[config.mk]
export PLATFORM = sky130hd
export DESIGN_NAME = sa_tile_controller
export DESIGN_NICKNAME = d
export VERILOG_FILES = /design/src/rtl/sa_tile_controller_pkg.sv /design/src/rtl/sa_mem_addr_arbiter.sv /design/src/rtl/sa_tile_controller.sv
export SDC_FILE = /design/constraint.sdc
export NUM_CORES = 1
export LEC_CHECK = 0
export ABC_AREA = 1
export CAP_MARGIN = 20
export CELL_PAD_IN_SITES_DETAIL_PLACEMENT = 1
export CELL_PAD_IN_SITES_GLOBAL_PLACEMENT = 1
export CORE_MARGIN = 2
export CORE_UTILIZATION = 32
export CTS_CLUSTER_DIAMETER = 100
export DETAILED_ROUTE_END_ITERATION = 6
export PLACE_DENSITY = 0.87
export SYNTH_ARGS = -nofsm -noshare
export SYNTH_HDL_FRONTEND = slang
export SYNTH_SLANG_ARGS = --single-unit
[constraint.sdc]
create_clock -name clk_i -period 2.1 [get_ports clk_i]
set_clock_uncertainty 0.05 [all_clocks]
set_input_delay 0.525 -clock clk_i [delete_from_list [all_inputs] [get_ports clk_i]]
set_output_delay 0.525 -clock clk_i [all_outputs]
set_load 0.05 [all_outputs]
[src/rtl/sa_tile_controller_pkg.sv]
// Shared constants and state encoding for the systolic-array tile controller
// and its memory address arbiter.
package sa_tile_controller_pkg;

    localparam int ADDR_W           = 6;
    localparam int DATA_W           = 8;
    localparam int TILE_W           = 4;
    localparam int CNT_W            = 5;
    localparam int LOAD_CYCLES_DEF  = 18;
    localparam int DRAIN_CYCLES_DEF = 4;
    localparam int FEAT_STRIDE_DEF  = 9;

    typedef enum logic [2:0] {
        ST_IDLE   = 3'd0,
        ST_LOAD_W = 3'd1,
        ST_LOAD_F = 3'd2,
        ST_DRAIN  = 3'd3,
        ST_DONE   = 3'd4
    } state_e;

endpackage

[src/rtl/sa_mem_addr_arbiter.sv]
// Combinational owner select for the shared feature/weight memory: the active
// loader owns it while loading, the host only in IDLE when no start is pending.
import sa_tile_controller_pkg::*;

module sa_mem_addr_arbiter (
    input  state_e            state_i,
    input  logic              start_i,
    input  logic              host_req_i,
    input  logic [ADDR_W-1:0] host_addr_i,
    input  logic [ADDR_W-1:0] wgt_addr_i,
    input  logic [ADDR_W-1:0] feat_addr_i,
    output logic              host_gnt_o,
    output logic [ADDR_W-1:0] mem_addr_o
);

    always_comb begin
        host_gnt_o = host_req_i && (state_i == ST_IDLE) && !start_i;
        mem_addr_o = '0;
        case (state_i)
            ST_LOAD_W: mem_addr_o = wgt_addr_i;
            ST_LOAD_F: mem_addr_o = feat_addr_i;
            default:   mem_addr_o = host_gnt_o ? host_addr_i : '0;
        endcase
    end

endmodule

[src/rtl/sa_tile_controller.sv]
// Sequences one systolic-array job: weight load, then feature load + drain per tile.
// Optional busy-cycle counter output perf_cycles_o when SA_TILE_PERF_CNT_EN is defined.
import sa_tile_controller_pkg::*;

module sa_tile_controller #(
    parameter int LOAD_CYCLES  = LOAD_CYCLES_DEF,
    parameter int DRAIN_CYCLES = DRAIN_CYCLES_DEF,
    parameter int FEAT_STRIDE  = FEAT_STRIDE_DEF
) (
    input  logic              clk_i,
    input  logic              rst_ni,
    input  logic              start_i,
    input  logic [TILE_W-1:0] tile_cnt_i,
    input  logic [ADDR_W-1:0] feat_base_i,
    input  logic [ADDR_W-1:0] wgt_base_i,
    output logic              busy_o,
    output logic              done_o,
    output logic [TILE_W-1:0] tile_idx_o,
    output logic              wgt_en_o,
    output logic [ADDR_W-1:0] wgt_baseaddr_o,
    input  logic [ADDR_W-1:0] wgt_addr_i,
    output logic              feat_en_o,
    output logic [ADDR_W-1:0] feat_baseaddr_o,
    input  logic [ADDR_W-1:0] feat_addr_i,
    input  logic              host_req_i,
    input  logic [ADDR_W-1:0] host_addr_i,
    output logic              host_gnt_o,
    output logic [ADDR_W-1:0] mem_addr_o
`ifdef SA_TILE_PERF_CNT_EN
    ,
    output logic [15:0]       perf_cycles_o
`endif
);

    localparam logic [CNT_W-1:0]  LOAD_LAST   = CNT_W'(LOAD_CYCLES - 1);
    localparam logic [CNT_W-1:0]  DRAIN_LAST  = CNT_W'(DRAIN_CYCLES - 1);
    localparam logic [ADDR_W-1:0] STRIDE      = ADDR_W'(FEAT_STRIDE);

    state_e              state_q, state_d;
    logic [CNT_W-1:0]    cnt_q, cnt_d;
    logic [TILE_W-1:0]   tile_cnt_q, tile_cnt_d;
    logic [TILE_W-1:0]   tile_idx_q, tile_idx_d;
    logic [ADDR_W-1:0]   wgt_base_q, wgt_base_d;
    logic [ADDR_W-1:0]   feat_base_q, feat_base_d;
    logic                busy_q, busy_d, done_q, done_d;
    logic                wgt_en_q, wgt_en_d, feat_en_q, feat_en_d;

    always_ff @(posedge clk_i or negedge rst_ni) begin
        if (!rst_ni) begin
            state_q     <= ST_IDLE;
            cnt_q       <= '0;
            tile_cnt_q  <= '0;
            tile_idx_q  <= '0;
            wgt_base_q  <= '0;
            feat_base_q <= '0;
            busy_q      <= 1'b0;
            done_q      <= 1'b0;
            wgt_en_q    <= 1'b0;
            feat_en_q   <= 1'b0;
        end else begin
            state_q     <= state_d;
            cnt_q       <= cnt_d;
            tile_cnt_q  <= tile_cnt_d;
            tile_idx_q  <= tile_idx_d;
            wgt_base_q  <= wgt_base_d;
            feat_base_q <= feat_base_d;
            busy_q      <= busy_d;
            done_q      <= done_d;
            wgt_en_q    <= wgt_en_d;
            feat_en_q   <= feat_en_d;
        end
    end

    always_comb begin
        state_d     = state_q;
        cnt_d       = cnt_q;
        tile_cnt_d  = tile_cnt_q;
        tile_idx_d  = tile_idx_q;
        wgt_base_d  = wgt_base_q;
        feat_base_d = feat_base_q;
        case (state_q)
            ST_IDLE: begin
                if (start_i) begin
                    if (tile_cnt_i != '0) begin
                        tile_cnt_d  = tile_cnt_i;
                        tile_idx_d  = '0;
                        wgt_base_d  = wgt_base_i;
                        feat_base_d = feat_base_i;
                        cnt_d       = '0;
                        state_d     = ST_LOAD_W;
                    end else begin
                        state_d = ST_DONE;
                    end
                end
            end
            ST_LOAD_W: begin
                if (cnt_q == LOAD_LAST) begin
                    cnt_d   = '0;
                    state_d = ST_LOAD_F;
                end else begin
                    cnt_d = cnt_q + 1'b1;
                end
            end
            ST_LOAD_F: begin
                if (cnt_q == LOAD_LAST) begin
                    cnt_d   = '0;
                    state_d = ST_DRAIN;
                end else begin
                    cnt_d = cnt_q + 1'b1;
                end
            end
            ST_DRAIN: begin
                if (cnt_q == DRAIN_LAST) begin
                    cnt_d = '0;
                    // Extra bit so tile_idx+1 cannot wrap when tile_cnt is 15.
                    if (({1'b0, tile_idx_q} + 5'd1) < {1'b0, tile_cnt_q}) begin
                        tile_idx_d  = tile_idx_q + 1'b1;
                        feat_base_d = feat_base_q + STRIDE;
                        state_d     = ST_LOAD_F;
                    end else begin
                        state_d = ST_DONE;
                    end
                end else begin
                    cnt_d = cnt_q + 1'b1;
                end
            end
            ST_DONE: state_d = ST_IDLE;
            default: state_d = ST_IDLE;
        endcase
    end

    // Outputs are decoded from the next state so the registered copy lines up with state_q.
    always_comb begin
        busy_d    = (state_d != ST_IDLE);
        done_d    = (state_d == ST_DONE);
        wgt_en_d  = (state_d == ST_LOAD_W);
        feat_en_d = (state_d == ST_LOAD_F);
    end

    assign busy_o          = busy_q;
    assign done_o          = done_q;
    assign tile_idx_o      = tile_idx_q;
    assign wgt_en_o        = wgt_en_q;
    assign wgt_baseaddr_o  = wgt_base_q;
    assign feat_en_o       = feat_en_q;
    assign feat_baseaddr_o = feat_base_q;

    sa_mem_addr_arbiter u_arb (
        .state_i     (state_q),
        .start_i     (start_i),
        .host_req_i  (host_req_i),
        .host_addr_i (host_addr_i),
        .wgt_addr_i  (wgt_addr_i),
        .feat_addr_i (feat_addr_i),
        .host_gnt_o  (host_gnt_o),
        .mem_addr_o  (mem_addr_o)
    );

`ifdef SA_TILE_PERF_CNT_EN
    logic [15:0] perf_q, perf_d;

    // The accepting cycle counts as the first busy cycle, hence the reload to 1.
    always_comb begin
        perf_d = perf_q;
        if ((state_q == ST_IDLE) && start_i) begin
            perf_d = 16'd1;
        end else if (busy_q && (perf_q != 16'hFFFF)) begin
            perf_d = perf_q + 16'd1;
        end
    end

    always_ff @(posedge clk_i or negedge rst_ni) begin
        if (!rst_ni) begin
            perf_q <= '0;
        end else begin
            perf_q <= perf_d;
        end
    end

    assign perf_cycles_o = perf_q;
`endif

endmodule

## Word-level counts from Yosys, hierarchy flattened

Cells that the tools add are included.

- Add/subtract/negate cells: 4
- $mul: 0
- Divide/modulo/power cells: 0
- $lt $le $gt $ge: 1
- Eq/ne operators: 12
- Shift operators: 0
- Mux-type cells: 24
- Bitwise gates (word level): 0
- Reduce and logical (&&, ||, !) cells: 12

Operators with widths:

| kind | count |
|---|---|
| $mux W6 | 5 |
| $pmux W6 S2 | 2 |
| $mux W5 | 4 |
| $mux W3 | 6 |
| $mux W4 | 4 |
| $pmux W5 S3 | 1 |
| $pmux W3 S4 | 1 |
| $eq A3 B2 Y1 const B | 3 |
| $ne A2 B2 Y1 const B | 4 |
| $pmux W4 S2 | 1 |
| $add A6 B4 Y6 const B | 1 |
| $eq A3 B1 Y1 const B | 2 |
| $reduce_and A3 Y1 | 2 |
| $reduce_bool A3 Y1 | 2 |
| $add A4 B1 Y5 const B | 1 |
| $add A5 B1 Y5 const B | 1 |
| $eq A5 B2 Y1 const B | 1 |
| $eq A5 B5 Y1 const B | 1 |
| $lt A5 B4 Y1 | 1 |
| $reduce_and A5 Y1 | 1 |
| $add A4 B1 Y4 const B | 1 |
| $reduce_bool A4 Y1 | 1 |
| $eq A3 B3 Y1 const B | 1 |
| $logic_not A3 Y1 | 1 |
| 4 further kinds | 5 |

- Register bits after elaboration: 32
- Bits in latches: 0
- RAM bits: 0
- Bits in read-only memories: 0
- Output and inout port bits: 27
- Logic and storage cells: 63
- Memories kept: 0

## Longest topological paths before layout

Gate-level depths: netlist (run 1).

- Depth in word-level cells: 6
- Depth in mapped cells: 13
- Gate-level depth less buffers: 13

## Cells and area by module

Synthesis (run 1) repeated with hierarchy kept, for this count alone.

- Cells, all modules: 254
- Area total of the unflattened synthesis: 1996.9 µm²

By module, submodules not included:

| module | times used | cells each | area each (µm²) |
|---|---|---|---|
| sa_tile_controller | 1 | 219 | 1769.2 |
| sa_mem_addr_arbiter | 1 | 35 | 227.7 |

## Worst setup path before layout (run 1)

Ideal clock, no wire load.

- Path type: register -> output
- Start: register state_q[0]
- End: output mem_addr_o[0]
- Arrival: 1.857 ns
- Setup slack: -0.332 ns
- Stages on the path, launching flop included: 9
- Cell sequence: dfrtp_1 > buf_6 > nor2_4 > nand3b_1 > inv_1 > nand2_1 > inv_1 > nand2_1 > nand3_1

- Cells in the longest elaborated chain, start to end: 5
- Elaborated cells on any way between the ends: 7

Ends and longest elaborated chain:

| item | line | text |
|---|---|---|
| start, declared | sa_tile_controller.sv:39 | `state_e state_q, state_d;` |
| start signal, assigned | sa_tile_controller.sv:61 | `state_q <= state_d;` |
| $logic_not A3 Y1 | sa_mem_addr_arbiter.sv:17 | `host_gnt_o = host_req_i && (state_i == ST_IDLE) && !start_i;` |
| $logic_and A1 B1 Y1 (2 in series) | sa_mem_addr_arbiter.sv:17 |  |
| named net host_gnt_o | sa_tile_controller.sv:27 | `output logic host_gnt_o,` |
| $mux W6 | sa_mem_addr_arbiter.sv:22 | `default: mem_addr_o = host_gnt_o ? host_addr_i : '0;` |
| $pmux W6 S2 | sa_mem_addr_arbiter.sv:19 | `case (state_i)` |
| end, declared | sa_tile_controller.sv:28 | `output logic [ADDR_W-1:0] mem_addr_o` |

The timed path passes the listed nets, and every way through them passes these cells.

## Worst setup path after layout (run 1)

- Start: register state_q[1]
- End: output mem_addr_o[5]

- Cells in the longest elaborated chain, start to end: 5
- Elaborated cells on any way between the ends: 7

Ends and longest elaborated chain:

| item | line |
|---|---|
| $logic_not A3 Y1 | sa_mem_addr_arbiter.sv:17 |
| $logic_and A1 B1 Y1 (2 in series) | sa_mem_addr_arbiter.sv:17 |
| $mux W6 | sa_mem_addr_arbiter.sv:22 |
| $pmux W6 S2 (*) | sa_mem_addr_arbiter.sv:19 |

Every way passes the cells marked *; elsewhere a longest branch is shown, timed or not.

==> reports/results.ini, run 1 <==
[run_status]
status=finished with violations
violations=setup timing

[clock_network]
cts_buffers=5
root_buffer=clkbuf_8
cts_max_path_buffers=2
path_clk_slew_ns=0.07
clock-sinks=32
cts_tree=yes
htree_levels=2
clk_latency_ns=0.29

[layout]
drive_gt1_share_pct=29.8
nFillCells=721
final_common_cell=nand2_1
syn_to_final_growth_pct=62.5
final_net_count=396
multi_input_area_sq_mm=0.00124
layout.area.seq_sq_um=806
post-route-cell-area_sq_mm=0.00321
n_antenna_cell=0
layout_common_cells=74 x nand2_1, 45 x clkdlybuf4s50_1, 34 x buf_4

[floorplan]
rows=28
start_util_pct=33.2
ios=65
die_h_um=82.6
die_x_um=82.6
core_area_sq_mm=0.00596
dieArea_sq_mm=0.00682

[sta]
rsz0062_at_grt=yes
tns_ns=-0.108
period_needed_ns=2.14
setup_viol=6
hold_violations=0
slew_headroom_pct=66.5
period_share_pct=102
fmax_mhz=467
worstMarginPinSlew_ns=0.501
worst_slack_ns=-0.0415
report.final.slew_viol_count=0

[global_routing]
antenna_found_initial=0
met1_usage_pct=23.7
grt_first_pass_wirelength_um=10300
grt_util_all_layers_pct=20.0
grt_start_max_net_pins=33
overflow=0
met2_usage_pct=36.5
use_met3_pct=3.80
top_usage_layer=met2
grt_pass1_vias=2194

[synth]
yosysUniqueCellTypes=31
synthesis.nets=304
netlist_area_sq_mm=0.00198
synth_warnings=0
netlist_instances=259
avgSynthCellArea_sq_um=7.63
yosys_register_bits=32
ys_seq_area_share_pct=40.5

[critical_path]
crit_path_start_kind=register
path_common_cell=nand2_2
path_class=reg2out
crit_buf_inv=4
worst-path-max-fanout=7
cp.arrival_ns=1.57
crit_path_end_kind=output pin
crit_required_ns=1.52
critical-path-top-delay-family=buffers and inverters
critical-path-max-stage-delay_ns=0.39
crit_path_top_delay_cell=dfrtp_1
crit_chain=inv_4 -> nand3b_1 -> inv_1 -> nand2_2 -> clkinvlp_4 -> nand2_2 -> nand3_4 -> buf_12

[routing]
vias=2148
drt_iter0_drc=68
wl_per_cell_um=16.3
via_per_inst=5.03
drc_errors=0
dr.pass1.iters=4
finalWirelength_um=6980
ant_nets=0

[placed_design]
hpwlAfterDp_um=4680
placed_area_sq_mm=0.00289
preCtsSetupSlack_ns=-0.317
port_buffers=64
gp_congestion=0.807

[power_and_ir_drop]
power.leakage_nw=1.62
power_density_mw_per_mm2=1580
peakVddDrop_v=0.000952

[hold_path]
hold_class=reg2reg

[job]
maxCapViolations=0

## sequential cells by signal, summed over array words and instances (netlist names)
name             count
feat_baseaddr_o      6
state_q              3
tile_cnt_q           4
feat_en_o            1
busy_o               1
wgt_baseaddr_o       6
tile_idx_o           4
done_o               1
cnt_q                5
wgt_en_o             1
## cell type report
| class | instances | area share (%) |
|---|---|---|
| timing repair buffer | 89 | 27.1 |
| tap | 75 | 2.92 |
| sequential | 32 | 25.1 |
| inverter | 30 | 3.78 |
| multi-input combinational | 193 | 38.6 |
| clock inverter | 1 | 0.156 |
| clock buffer | 7 | 2.38 |
## cells by family (layout without fill, tap and decap cells)
group                    Yosys count  after routing  share of synthesized area, %
AND/OR/NAND/NOR                  161            162                          39.4
buffers and inverters             35            127                          7.97
flip-flops                        32             32                          40.5
AO/OA/AOI/OAI                     19             19                          5.38
adder cells (fa/ha/maj)            7              7                          4.43
XOR/XNOR                           4              4                          1.77
multiplexers                       1              1                         0.570
## timing repair
action                                  CTS  global route
cloned                                    1             0
hold buffers                              0             0
setup buffers                             3             9
resized for setup                        14            26
pin swaps                                 5            18
endpoints found under the setup margin   18            28
## metrics by stage
step           total power [mW]  hold slack [ns]  util (%)  cells
2_1_floorplan              3.11            0.179         -    259
3_3_place_gp               4.07            0.419      48.6    406
3_5_place_dp               4.18            0.426      48.6    406
4_1_cts                    4.79            0.448      51.2    418
5_1_grt                    5.40            0.473      53.9    427
6_report                   5.09            0.439      53.9    427
## worst register-to-register path, cell delays in order (launching register included)
cell and delay [ns]:
dfrtp_2 0.45, ha_4 0.19, nor2_4 0.10, nor2_2 0.04, ha_1 0.32, nand3_2 0.08
nor2_2 0.05, nor2_2 0.15, nand2_2 0.09, nand2_4 0.12, buf_6 0.14, nand4_1 0.13
nand2_1 0.12
## power by group
| part | switching, mW | total [mW] | internal, mW |
|---|---|---|---|
| clock network | 0.239 | 0.471 | 0.233 |
| logic | 2.18 | 3.52 | 1.33 |
| registers | 0.226 | 1.10 | 0.871 |
| total | 2.65 | 5.09 | 2.44 |
## metal layers
| metal | vias up | part of all wire (%) |
|---|---|---|
| li1 | 1030 | - |
| met4 | 0 | 1.5 |
| met3 | 12 | 5.6 |
| met5 | - | 0 |
| met1 | 1029 | 41 |
| met2 | 77 | 52 |
## synth_stat cells, drive strengths merged
cell type  number  area, sq um
nand4          14          103
inv            30          115
xor2            2         17.5
nor3            1         5.00
or2             1         6.26
o211ai          1         7.51
o21bai          1         7.51
dfrtp          32          801
o21ai          14         73.8
a21oi           2         10.0
ha              7         87.6
mux2            1         11.3
a21o            1         7.51
nand2          90          368
nand3          37          203
xnor2           2         17.5
nand3b          1         7.51
buf             5         42.5
nor2           17         86.3
## final timing paths
path | from | cells after the start | slack, ns | end
worst max-delay path | state_q[1] | 8 | -0.04 | mem_addr_o[5]
worst min-delay path | wgt_baseaddr_o[2] | 2 | 0.44 | wgt_baseaddr_o[2]
worst max register to register | tile_idx_o[0] | 12 | 0.01 | feat_baseaddr_o[0]
worst min register to register | wgt_baseaddr_o[2] | 2 | 0.44 | wgt_baseaddr_o[2]
max in group asynchronous | rst_ni | 2 | 1.10 | tile_idx_o[2]
min in group asynchronous | rst_ni | 2 | 0.58 | cnt_q[2]
(Power assumes the default switching activity.)
==> run 2, diff against run 1 <==
==> constraint.sdc (replaced) <==
create_clock -name clk_i -period 2.1 [get_ports clk_i]
set_clock_uncertainty 0.05 [all_clocks]
set_input_delay 0.42 -clock clk_i [delete_from_list [all_inputs] [get_ports clk_i]]
set_output_delay 0.42 -clock clk_i [all_outputs]
set_load 0.05 [all_outputs]
==> run 2 against run 1 <==
  * The run still ends with setup timing left
  * Power down 0.52%
  * Final cell count down 0.23%
  * Die area unchanged
  * Via count up 1.7%
  * Critical endpoint is now busy_o
==> reports/results.ini, run 2 (same netlist as run 1, synthesis figures left out) <==
[critical_path]
worst-path-max-fanout=5
path_class=reg2reg
crit_required_ns=2.28
crit_path_start_kind=register
crit_path_end_kind=register
cp.arrival_ns=2.28

[layout]
layout_common_cells=75 x nand2_1, 53 x clkdlybuf4s50_1, 26 x dfrtp_1
nFillCells=716
final_common_cell=nand2_1
utilization_pct=53.6
multi_input_area_sq_mm=0.00118
n_antenna_cell=0
instances_no_fill=426
drive_gt1_share_pct=27.6
layout.area.seq_sq_um=808
syn_to_final_growth_pct=61.5
post-route-cell-area_sq_mm=0.00319
final_net_count=395

[sta]
setup_viol=1
fmax_mhz=476
rsz0062_at_grt=yes
period_share_pct=100
worstMarginPinSlew_ns=0.515
whs_ns=0.438
slew_headroom_pct=65.5
worst_slack_ns=-0.00211
report.final.slew_viol_count=0
period_needed_ns=2.10
hold_violations=0

[placed_design]
hpwlAfterDp_um=4760
port_buffers=64
gp_congestion=0.810
dp.cells=404
placed_area_sq_mm=0.00286

[routing]
drc_errors=0
drt_iter0_drc=67
via_per_inst=5.13
ant_nets=0
dr.pass1.iters=4
vias=2184
finalWirelength_um=7530
wl_per_cell_um=17.7

[floorplan]
core_area_sq_mm=0.00596
start_util_pct=33.2
ios=65
die_x_um=82.6
dieArea_sq_mm=0.00682
rows=28
die_h_um=82.6

[clock_network]
cts_tree=yes
postCtsHoldBufs=0
clk_latency_ns=0.29
cts_max_path_buffers=2
cts_buffers=5
path_clk_slew_ns=0.07
root_buffer=clkbuf_8
clock-sinks=32
htree_levels=2

[power_and_ir_drop]
power_density_mw_per_mm2=1590
power.leakage_nw=1.62
peakVddDrop_v=0.00105
fin_total_pwr_mw=5.06

[global_routing]
grt_util_all_layers_pct=20.4
grt_pass1_vias=2189
overflow=0
antenna_found_initial=0
grt_start_max_net_pins=33
grt_first_pass_wirelength_um=10600

[hold_path]
hold_class=reg2reg

[run_status]
status=finished with violations
violations=setup timing

[job]
maxCapViolations=0

run 2: cell count changes in the layout (fill, tap and decap cells not counted), sizes merged:
cell,before,now
clkbuf,8,6
dlymetal6s2s,0,2
clkdlybuf4s50,45,53
buf,42,32
clkinv,1,2
run 2: path summary, 6_finish.rpt:
| path | start | slack, ns | cells after the start | to |
|---|---|---|---|---|
| worst max-delay path | tile_idx_o[1] | -0.002 | 12 | busy_o |
| worst min-delay path | tile_cnt_q[3] | 0.44 | 2 | tile_cnt_q[3] |
| worst max register to register | tile_idx_o[1] | -0.002 | 12 | busy_o |
| worst min register to register | tile_cnt_q[3] | 0.44 | 2 | tile_cnt_q[3] |
| max in group asynchronous | rst_ni | 1.18 | 2 | state_q[0] |
| min in group asynchronous | rst_ni | 0.49 | 2 | tile_cnt_q[2] |
run 2: timing repair:
item | in CTS | in global routing
endpoints found under the setup margin | 19 | 20
resized for setup | 19 | 18
setup buffers | 3 | 10
endpoints found under the hold margin | 0 | 0
pin swaps | 6 | 9
gates cloned | 1 | 0
run 2: layout make-up:
class | instances | share of cell area (%)
Timing Repair Buffer | 88 | 28.2
Clock buffer | 6 | 2.59
Inverter | 30 | 3.72
Multi-Input combinational cell | 193 | 36.9
Sequential cell | 32 | 25.3
Clock inverter | 2 | 0.314
Tap cell | 75 | 2.94
run 2: routing by layer:
layer	vias up	track usage (%)	wire (um)
met2	49	37.7	4160
met4	0	6.56	217
met3	21	3.37	245
li1	1027	-	-
met1	1087	23.8	2910
met5	-	0	0
run 2: power by group:
| part | switching [mW] | total (mW) | internal (mW) | leakage [nW] |
|---|---|---|---|---|
| registers | 0.242 | 1.12 | 0.874 | 0.397 |
| clock network | 0.251 | 0.513 | 0.262 | 0.0510 |
| logic | 2.16 | 3.43 | 1.27 | 1.18 |
run 2: worst max-delay path: stages (launching register included):
cell     delay (ns)
dfrtp_2        0.46
ha_4           0.20
nor2_4         0.12
nor2_4         0.06
ha_4           0.26
nand2_1        0.07
nand2_1        0.09
nand3_2        0.09
nand2_2        0.11
nand2_4        0.10
o21ai_1        0.25
inv_1          0.08
nand2_1        0.09
run 2: stage by stage:
| step | worst slack (ns) | TNS [ns] |
|---|---|---|
| 6_report | -0.00211 | -0.00211 |
| 5_1_grt | -0.0633 | -0.596 |
| 4_1_cts | -0.00657 | -0.00657 |
| 3_5_place_dp | -0.0593 | -0.322 |
| 3_3_place_gp | 0.0116 | 0 |
| 2_1_floorplan | 0.0303 | 0 |
